## config.mk

```make
export PLATFORM = sky130hd
export DESIGN_NAME = wb_arbiter
export DESIGN_NICKNAME = d
export VERILOG_FILES = /design/src/rtl/wb_arbiter.sv
export SDC_FILE = /design/constraint.sdc
export NUM_CORES = 1
export LEC_CHECK = 0
export BUFFER_PORTS_ARGS = -buffer_cell sky130_fd_sc_hd__buf_2
export CORE_ASPECT_RATIO = 0.8
export CORE_MARGIN = 1.5
export CORE_UTILIZATION = 25
export DETAILED_ROUTE_END_ITERATION = 7
export GPL_ROUTABILITY_DRIVEN = 0
export HOLD_SLACK_MARGIN = 0.03
export PLACE_DENSITY = 0.5
export SLEW_MARGIN = 20
export SYNTH_ARGS = -nofsm -noshare
export SYNTH_HDL_FRONTEND = slang
export SYNTH_SLANG_ARGS = --single-unit
```

## constraint.sdc

```tcl
create_clock -name clk -period 14.3 [get_ports clk]
set_input_delay 0.715 -clock clk [delete_from_list [all_inputs] [get_ports clk]]
set_output_delay 0.715 -clock clk [all_outputs]
set_load 0.03 [all_outputs]
```

## src/rtl/wb_arbiter.sv

```systemverilog
// Four-port writeback arbiter: oldest-slot-first with an aging override for
// starved requesters; the winner's write and stamp are registered for one cycle.
module wb_arbiter #(
   parameter int AGE_LIMIT = 4
) (
   input  logic         clk,
   input  logic         rst,
   input  logic [3:0]   req_valid,
   input  logic [11:0]  req_slot_flat,
   input  logic [11:0]  req_stamp_flat,
   input  logic [19:0]  req_rd_flat,
   input  logic [127:0] req_data_flat,
   output logic [3:0]   req_ready,
   output logic [4:0]   reg_search_in,
   output logic [31:0]  reg_in,
   output logic         reg_in_start,
   output logic [23:0]  stamp_flat,
   output logic [7:0]   stamp_in
);

   localparam logic [2:0] AGE_THRESH = 3'(AGE_LIMIT);

   logic [2:0]  wait_cnt [4];
   logic [3:0]  starved;
   logic        any_starved;
   logic        found;
   logic [1:0]  win;
   logic [2:0]  best_slot;
   logic        grant;

   logic [2:0]  win_slot;
   logic [2:0]  win_stamp;
   logic [4:0]  win_rd;
   logic [31:0] win_data;
   logic [23:0] stamp_flat_next;

   logic [4:0]  rd_q;
   logic [31:0] data_q;
   logic        start_q;
   logic [23:0] stamp_flat_q;
   logic [7:0]  stamp_in_q;

   // NOTE: every variable assigned in always_comb gets a default first, so no
   // path leaves it unassigned and no latch is inferred.
   always_comb begin
      starved     = '0;
      any_starved = 1'b0;
      found       = 1'b0;
      win         = '0;
      best_slot   = '0;
      for (int k = 0; k < 4; k++) begin
         starved[k] = req_valid[k] && (wait_cnt[k] >= AGE_THRESH);
      end
      any_starved = |starved;
      // Strict '>' keeps the lowest index on equal slots.
      for (int k = 0; k < 4; k++) begin
         if (req_valid[k] && (!any_starved || starved[k]) &&
             (!found || req_slot_flat[3*k +: 3] > best_slot)) begin
            found     = 1'b1;
            win       = 2'(k);
            best_slot = req_slot_flat[3*k +: 3];
         end
      end
      req_ready = (found && !rst) ? (4'b0001 << win) : 4'b0000;
   end

   assign grant = |req_ready;

   always_comb begin
      win_slot  = req_slot_flat[3*win +: 3];
      win_stamp = req_stamp_flat[3*win +: 3];
      win_rd    = req_rd_flat[5*win +: 5];
      win_data  = req_data_flat[32*win +: 32];
      stamp_flat_next = '0;
      stamp_flat_next[3*win_slot +: 3] = {win_stamp[2:1], 1'b1};
   end

   // NOTE: sequential state uses non-blocking assignments so every flop samples
   // pre-edge values regardless of statement order.
   always_ff @(posedge clk) begin
      for (int k = 0; k < 4; k++) begin
         if (rst || !req_valid[k] || req_ready[k]) begin
            wait_cnt[k] <= '0;
         end else if (wait_cnt[k] != 3'd7) begin
            wait_cnt[k] <= wait_cnt[k] + 3'd1;
         end
      end
   end

   always_ff @(posedge clk) begin
      if (rst) begin
         rd_q         <= '0;
         data_q       <= '0;
         start_q      <= 1'b0;
         stamp_flat_q <= '0;
         stamp_in_q   <= '0;
      end else if (grant) begin
         rd_q         <= win_rd;
         data_q       <= win_data;
         start_q      <= (win_rd != 5'd0);
         stamp_flat_q <= stamp_flat_next;
         stamp_in_q   <= 8'b1 << win_slot;
      end else begin
         start_q    <= 1'b0;
         stamp_in_q <= '0;
      end
   end

   // Masking with rst squashes a write already sitting in the output stage
   // when reset arrives, so the register file never sees it.
   assign reg_search_in = rst ? '0 : rd_q;
   assign reg_in        = rst ? '0 : data_q;
   assign reg_in_start  = start_q && !rst;
   assign stamp_flat    = rst ? '0 : stamp_flat_q;
   assign stamp_in      = rst ? '0 : stamp_in_q;

endmodule

```

==> After elaboration in Yosys (flattened, before gate mapping) <==
Memory sizes are Yosys's and may differ from the RTL's.
Cells that the tools add are included.
{ "classes": {"add_sub_neg": 5, "multipliers": 3, "n_lt_le_gt_ge": 7, "n_eq_ne": 4, "shifts": 8, "n_mux": 39, "bitwise": 6, "reduce_logical": 41} }
{ "ops": {"columns": ["operator", "count"], "rows": [
  ["variable part select 128 x 8 -> 32 bit", 1],
  ["negation 5 -> 34 bit", 1],
  ["variable shift 3 x 34 -> 24 bit, first input constant", 1],
  ["variable part select 3 x 34 -> 24 bit", 1],
  ["2-to-1 mux 32 bit", 1],
  ["2-to-1 mux 1 bit", 25],
  ["bitwise AND 24 bit", 1],
  ["2-to-1 mux 24 bit", 1],
  ["variable part select 12 x 5 -> 3 bit", 2],
  ["2-to-1 mux 3 bit", 7],
  ["variable part select 20 x 6 -> 5 bit", 1],
  ["logical OR 1 bit", 15],
  ["logical AND 1 bit", 13],
  ["adder 3 x 1 -> 3 bit, second input constant", 4],
  [">= comparator 3 bit, second input constant", 4],
  ["inequality test 3 bit, second input constant", 4],
  ["> comparator 3 bit", 3],
  ["zero test 1 bit", 9],
  ["2-to-1 mux 8 bit", 1],
  ["OR reduction 4 bit", 2],
  ["left shift 1 x 3 -> 8 bit, first input constant", 1],
  ["multiplier 2 x 3 -> 5 bit, first input constant", 1],
  ["multiplier 3 x 2 -> 5 bit, first input constant", 1],
  ["2-to-1 mux 5 bit", 1],
  ["8 further kinds", 12]
]} }
{ "word_totals": {"regBits": 70, "mem_bits_rw": 12, "in_bits": 178, "wordCells": 119, "mem_count": 1} }
{ "memory_table": {"columns": ["memory", "words", "width", "read_ports", "rd_clocked_by_memory_dff", "write_ports", "line_no", "rtl"], "rows": [
  ["wait_cnt", 4, 3, 4, 0, 4, "23", "logic [2:0] wait_cnt [4];"]
]} }

==> Depth between registers and ports, before layout <==
Gate-level depths: netlist of run 1.
An unclocked memory read counts as a cell.
{ "logic_depth": {"depth_word": 26, "ltp_mapped": 34, "ltp_nobuf": 30} }

==> Worst setup path before layout of run 1 <==
OpenSTA, ideal clock, no wires.
{ "synth_path": {"path_type": "input port to flip-flop", "startpoint": "input port req_valid[0]", "endpoint": "register stamp_flat_q[8]", "setup_ps": 75, "t_arrival_ps": 6719, "required_time_ps": 14225, "setup_slack_ps": 7506, "path_stages": 31, "n_path_buf": 4, "path_cell_list": "a21boi_0 > a22o_1 > and2_1 > ha_1 > nand3_1 > o21ai_0 > o221a_2 > or2_2 > clkbuf_1 > clkbuf_1 > o21ai_0 > ha_1 > inv_1 > a211oi_1 > a2bb2oi_1 > nor2_1 > clkbuf_1 > nor2_1 > a21oi_1 > ha_1 > and3_1 > a211o_1 > and2_1 > buf_6 > o211a_1 > a221oi_1 > ha_1 > and2_1 > mux2i_1 > or2_1 > o21ai_0"} }
{ "synth_via": {"elab_chain_len": 24} }
{ "synth_rtl": {"columns": ["item", "line_no", "rtl"], "rows": [
  ["start: declaration", "8", "input logic [3:0] req_valid,"],
  ["logical AND 1 bit", "52", "starved[k] = req_valid[k] && (wait_cnt[k] >= AGE_THRESH);"],
  ["OR reduction 4 bit", "54", "any_starved = |starved;"],
  ["zero test 1 bit", "57", "if (req_valid[k] && (!any_starved || starved[k]) &&"],
  ["logical OR 1 bit", "57", null],
  ["logical AND 1 bit", "57", null],
  ["2-to-1 mux 3 bit / 2-to-1 mux 1 bit (equally long branches)", "57", null],
  ["> comparator 3 bit / zero test 1 bit (equally long branches)", "58", "(!found || req_slot_flat[3*k +: 3] > best_slot)) begin"],
  ["logical OR 1 bit", "58", null],
  ["[8 not listed]", null, null],
  ["logical AND 1 bit", "57", null],
  ["2-to-1 mux 2 bit", "57", null],
  ["multiplier 2 x 2 -> 4 bit", "70, 71", null],
  ["variable part select 12 x 5 -> 3 bit", "70", "win_slot = req_slot_flat[3*win +: 3];"],
  ["multiplier 2 x 3 -> 5 bit", "75", "stamp_flat_next[3*win_slot +: 3] = {win_stamp[2:1], 1'b1};"],
  ["negation 5 -> 34 bit", "75", null],
  ["variable part select 3 x 34 -> 24 bit / variable shift 3 x 34 -> 24 bit (equally long branches)", "75", null],
  ["bitwise AND 24 bit (no source line)", null, null],
  ["end signal: assignment", "101", "stamp_flat_q <= stamp_flat_next;"],
  ["end: declaration", "40", "logic [23:0] stamp_flat_q;"]
]} }
Several ways; a longest one is shown, not always the timed one.
A chain may end at the register's enable or synchronous reset.

==> Worst setup path after layout of run 1 <==
{ "layout_path": {"startpoint": "input port req_valid[2]", "endpoint": "register stamp_flat_q[5]"} }
Same word-level chain as after synthesis.

==> run metrics, run 1 <==
Reg power frac 33.1%; Post-DP HPWL 13800 um; worst reg-to-reg path cell count 28; Seq/Total Area, Yosys a little over a third; most common cell in the netlist nand2_1; worst relative slew slack between 30% and 40%; outcome complete, no violations; I/O Buffers around 250; final number of max-transition violations 0; Yosys cell types 61; Area Growth Syn to Fin 35.7%; Tot GR Track Use 17.3%; Final Hold Viols 0; hold buffers post-CTS 0; hold path start wait_cnt[2][0]$_SDFFCE_PN0P_; CP Class in2reg; vias per cell about 4.8; post_cts resized 0; share of the synthesized area in the top cell type between 20% and 30%; Worst Setup Start Kind input pin; vias approximately 5500; RSZ-0062 raised after global routing no; FF+latch count, synth 82; post-synthesis xor/xnor area fraction 0.346%; DIE AREA 0.0211 mm^2; syn avg cell area ~7.7 um^2; max-cap violations 0; Comb pwr share about a third; Synth Area in Adders 5.69%; initial antenna violation count 1; H-tree depth 3; Setup TNS 0 ns; crit path launch req_valid[2]; synthesized cell area around 0.0051 mm^2; WHS Endpoint wait_cnt[2][0]$_SDFFCE_PN0P_; routed wire length approximately 19000 um; 1st-iter DRT viols around 300; Worst EP arrival 8.38 ns; total gr overflow 0; Inserted Diodes 0; Max Buffers Root-to-Sink 2; Setup-failing EPs final 0; peak supply drop 0.0000467 V; Mapped Cells between 600 and 700; total CTS buffers 9; slowest stage delay, CP around 0.73 ns; net switching power slightly below 0.3 mW; Yosys warning count 0; main flop type after synthesis dfxtp_1; hold path depth 1; first-pass GRT wire length approximately 28000 um; FF-to-FF Start wait_cnt[3][2]$_SDFFCE_PN0P_; CP required roughly 15 ns; CTS clk-pin slew, worst paths roughly 0.07 ns; Final ANT Viol Nets 0; Remaining DRCs 0; hold crit path type reg2reg; Post-synth ARST share 0%; number of synthesized flops with an enable pin 12; Sw Ratio 35.9%; TritonRoute pass-1 iters 4; proportion of synthesized area in mux cells less than 1%; Layout Cells excl Fill between 1000 and 1500; post-route clock period utilization approximately 57%; Syn Nets between 800 and 900; combinational family with the most area after synthesis simple AND/OR/NAND/NOR gates; vias in the first global route 4868; clock network power share around 33%; total core area approximately 0.020 mm^2; routed len/inst between 15 and 20 um; PwrDens ~120 mW/mm^2; die height approximately 130 um; crit path time final 8.10 ns; Placement Rows 46; Horiz. Die Dim roughly 160 um; Synth Area in Compound Gates approximately 25%; Initial Util about a quarter; leakage approximately 3.1 nW; Post-synth top cells nand2_1 (115), nor2b_1 (73), dfxtp_1 (70); achievable clock frequency 123 MHz; worst-margin pin slew slightly above 1 ns; Critical R2R Capture stamp_flat_q[5]$_SDFFE_PP0N_; CTS tree built; largest area contributor in the netlist dfxtp_1; Reg2Reg Setup Slack between 6 and 7 ns; most used cell, CP o21ai_0; Crit-path slowest cell nand2_2; root buffer cell clkbuf_16; nets roughly 1100; Final Skew approximately 0.0055 ns; crit-path max FO 43; largest net degree at the start of global routing 106; Synth area leaders dfxtp_1 (28%), nor2b_1 (9.0%), nand2_1 (8.5%); placed instance count 1130; io pins between 200 and 300; # Post-CTS Setup Buffers 0; simple-gate share of the synthesized area 29.4%; CP endpoint kind flip-flop; TritonCTS Sinks between 80 and 90; internal power 0.516 mW; layout cells sized above 1 roughly 32%; clock latency at the later pin of the worst-skew pair 0.34 ns
==> sequential cells by signal, indices dropped and copies added (netlist names) <==
register,count
data_q,32
start_q,1
stamp_in_q,8
rd_q,5
stamp_flat_q,24
wait_cnt,12
==> cell type report <==
cell class | count | area (um^2)
Fill cell | 2187 | 12900
Multi-Input combinational cell | 516 | 3100
Sequential cell | 82 | 1760
Timing Repair Buffer | 253 | 1280
Tap cell | 264 | 330
Clock buffer | 9 | 225
Clock inverter | 7 | 108
Inverter | 15 | 56.3
==> worst max path at each step <==
| stage | endpoint | slack (ns) | cells past startpoint |
|---|---|---|---|
| 6_report | stamp_flat_q[5]$_SDFFE_PP0N_ | 6.20 | 29 |
| 5_1_grt | stamp_flat_q[5]$_SDFFE_PP0N_ | 5.47 | 28 |
| 4_1_cts | stamp_flat_q[5]$_SDFFE_PP0N_ | 6.19 | 29 |
| 3_5_place_dp | stamp_flat_q[5]$_SDFFE_PP0N_ | 5.83 | 29 |
| 3_3_place_gp | stamp_flat_q[8]$_SDFFE_PP0N_ | 5.86 | 29 |
| 2_1_floorplan | stamp_flat_q[8]$_SDFFE_PP0N_ | 7.51 | 31 |
==> power by group through the flow <==
stage	logic, mW	registers, mW	clock network, mW
final	0.272	0.266	0.266
after global routing	0.302	0.269	0.284
after CTS	0.276	0.267	0.274
after detailed placement	0.275	0.272	0
after global placement	0.274	0.271	0
after floorplan	0.183	0.270	0
==> worst max-delay path, delay by kind of cell <==
kind                     cells  cell delay [ns]
AND/OR/NAND/NOR              9             2.22
multiplexers                 1             0.15
buffers and inverters        2             0.54
AO/OA/AOI/OAI               13             3.45
adder cells (fa/ha/maj)      4             1.30
==> cells by family after synthesis <==
group | Yosys count
DFF | 82
buffers and inverters | 61
adders and majority gates | 23
muxes | 1
xor gates and xnor gates | 2
and+or+nand+nor | 299
AOI/OAI and AO/OA | 191
==> placed cells by master, fill, tap and decap left out, types with 3 or more instances in the layout <==
cell type,count
a21oi_1,45
buf_4,6
nor2b_1,73
nand2b_1,5
buf_2,247
inv_1,15
a21o_1,3
and3_1,4
o21ai_0,63
clkbuf_16,9
o21ai_1,7
ha_1,23
edfxtp_1,12
a31oi_1,5
nor3_1,5
nand3_1,44
nor4_1,5
nand2_1,113
and2_1,16
nor2_1,18
dfxtp_1,70
a211oi_1,4
a221oi_1,36
==> metrics by stage <==
step / utilization [%] / hold WS (ns) / power, mW / area, um^2 / setup WS, ns
3_5_place_dp: 33.0 / 0.561 / 0.546 / 6530 / 5.83
5_1_grt: 34.7 / 0.591 / 0.856 / 6860 / 5.47
6_report: 34.7 / 0.568 / 0.805 / 6860 / 6.20
2_1_floorplan: - / 0.537 / 0.453 / 5060 / 7.51
4_1_cts: 34.7 / 0.570 / 0.816 / 6860 / 6.19
3_3_place_gp: 33.0 / 0.556 / 0.546 / 6530 / 5.86
==> metal layers <==
metal	vias up	wire length (um)	global-route usage (%)
met1	2487	9300	25.1
met4	2	232	4.32
li1	2798	-	-
met3	20	1140	3.97
met2	170	8170	25.5
met5	-	17	0
Note: power is estimated with default switching activity, not from simulation.
==> run 2, diff against run 1 <==
==> constraint.sdc (replaced) <==
create_clock -name clk -period 7.75 [get_ports clk]
set_input_delay 0.3875 -clock clk [delete_from_list [all_inputs] [get_ports clk]]
set_output_delay 0.3875 -clock clk [all_outputs]
set_load 0.03 [all_outputs]
==> run metrics, run 2 (synthesis gave the netlist of run 1 again) <==
RSZ-0062 raised after global routing no; Final Hold Viols 0 (unchanged); CP top delay family compound AO/OA/AOI/OAI gates; layout cells sized above 1 32.6% (+0.38 points); achievable clock frequency 145 MHz; CTS clk-pin slew, worst paths 0.07 ns (about the same); TritonRoute pass-1 iters 5 (+1); FF-to-FF Start wait_cnt[2][2]$_SDFFCE_PN0P_; die height 130 um (unchanged); Horiz. Die Dim 162 um (unchanged); CTS tree built; Inserted Diodes 0 (unchanged); hold crit path type in2reg; max FFs per register 32 (unchanged); largest reg by FF count data_q; leakage 3.15 nW (+0.97%); hold path start req_data_flat[104]; I/O Buffers 247 (unchanged); Area Growth Syn to Fin 36.8%; first-pass GRT wire length 28300 um (+2.0%); Final ANT Viol Nets 0 (unchanged); Max Buffers Root-to-Sink 2 (unchanged); outcome complete, no violations; CP required 8.02 ns (-6.55 ns); vias per cell 4.85 (+1.4%); most used cell, CP ha_1; crit-path max FO 15 (-65%); clock latency at the later pin of the worst-skew pair 0.34 ns (about the same); Worst Setup Start Kind flip-flop; M1 WL 9190 um (-1.2%); slowest stage delay, CP 0.49 ns (-0.24 ns); vias 5578 (+1.8%); H-tree depth 3 (unchanged); commonest cells after routing, fill and taps aside buf_2 (247), nand2_1 (113), nor2b_1 (73), dfxtp_1 (70), o21ai_0 (63); CP endpoint kind flip-flop; total CTS buffers 9 (unchanged); Tot GR Track Use 17.6% (+0.31 points); crit path launch wait_cnt[2][2]$_SDFFCE_PN0P_; Worst EP arrival 7.15 ns (-1.23 ns); total core area 0.0198 mm^2 (unchanged); Placement Rows 46 (unchanged); worst relative slew slack 32.7% (+0.39 points); CP bufs+invs 4 (+2); io pins 252 (unchanged); Setup WS pre-CTS 0.809 ns (-5.02 ns); nets 1083 (+0.46%); peak supply drop 0.000103 V (+120%); # Post-CTS Setup Buffers 0 (unchanged); root buffer cell clkbuf_16; biggest regs data_q: 32 flops, stamp_flat_q: 24 flops, wait_cnt: 12 flops; CP Class reg2reg; Post-DP HPWL 14000 um (+1.3%); commonest non-fill, non-tap cell in the layout buf_2; DIE AREA 0.0211 mm^2 (unchanged); Setup-failing EPs final 0 (unchanged); PwrDens 215 mW/mm^2 (+84%); post-layout util 34.9% (+0.27 points); Remaining DRCs 0 (unchanged); Fill cells 2128 (-2.7%); worst-margin pin slew 1.01 ns (-0.00586 ns); TritonCTS Sinks 82 (unchanged); final number of max-transition violations 0 (unchanged); Crit-path slowest cell or2_2; hold buffers post-CTS 0 (unchanged); DR top layer met5; max-cap violations 0 (unchanged); vias in the first global route 4841 (-0.55%); WL met3 1180 um (+3.9%); routed wire length 19000 um (+1.0%); initial antenna violation count 1 (unchanged); Initial Util 25.5% (unchanged); final worst slack 0.867 ns (-5.33 ns); met2 WL 8480 um (+3.8%); Setup TNS 0 ns (unchanged); crit path time final approximately 7 ns; 1st-iter DRT viols 353 (+17%); routed len/inst 16.5 um (+0.56%); total gr overflow 0 (unchanged); Final Skew 0.0103 ns (+0.00481 ns); post-route clock period utilization about nine tenths; largest net degree at the start of global routing 106 (unchanged); post_cts resized 0 (unchanged)
run 2: area by class of cell:
| class | instances | area, um^2 | area share, % |
|---|---|---|---|
| inverter | 15 | 56.3 | 0.814 |
| clock buffer | 9 | 225 | 3.26 |
| tap | 264 | 330 | 4.78 |
| multi-input combinational | 516 | 3100 | 44.8 |
| timing repair buffer | 258 | 1330 | 19.2 |
| clock inverter | 7 | 111 | 1.61 |
| sequential | 82 | 1760 | 25.5 |
run 2: worst min-delay path: stages:
cell	delay, ns
buf_2	0.08
a221oi_1	0.06
o21ai_0	0.12
run 2: final timing paths:
path	cells after the start	to	slack, ns
hold / removal	3	data_q[8]$_SDFFE_PP0N_	0.33
hold reg to reg	3	stamp_flat_q[23]$_SDFFE_PP0N_	0.57
setup / recovery	29	stamp_flat_q[8]$_SDFFE_PP0N_	0.87
setup reg to reg	29	stamp_flat_q[8]$_SDFFE_PP0N_	0.87
run 2: power by group:
group          leakage [nW]  switching (mW)  internal, mW  total, mW
clock network         0.163           0.196         0.289      0.484
logic                  2.27           0.325         0.188      0.513
registers             0.721         0.00957         0.482      0.492
total                  3.15           0.530         0.959       1.49
run 2: metal layers:
metal	vias to the layer above	track usage, %
met5	-	0
met1	2563	25.1
met2	189	26.5
li1	2809	-
met4	2	3.45
met3	15	4.70
run 2: stage by stage:
step / std cells / hold slack [ns] / cell area [um^2] / power, mW
finish: 1151 / 0.334 / 6920 / 1.49
global route: 1151 / 0.335 / 6920 / 1.59
CTS: 1151 / 0.314 / 6920 / 1.51
detailed placement: 1135 / 0.560 / 6580 / 1.02
global placement: 1135 / 0.558 / 6580 / 1.01
floorplan: 659 / 0.537 / 5060 / 0.835
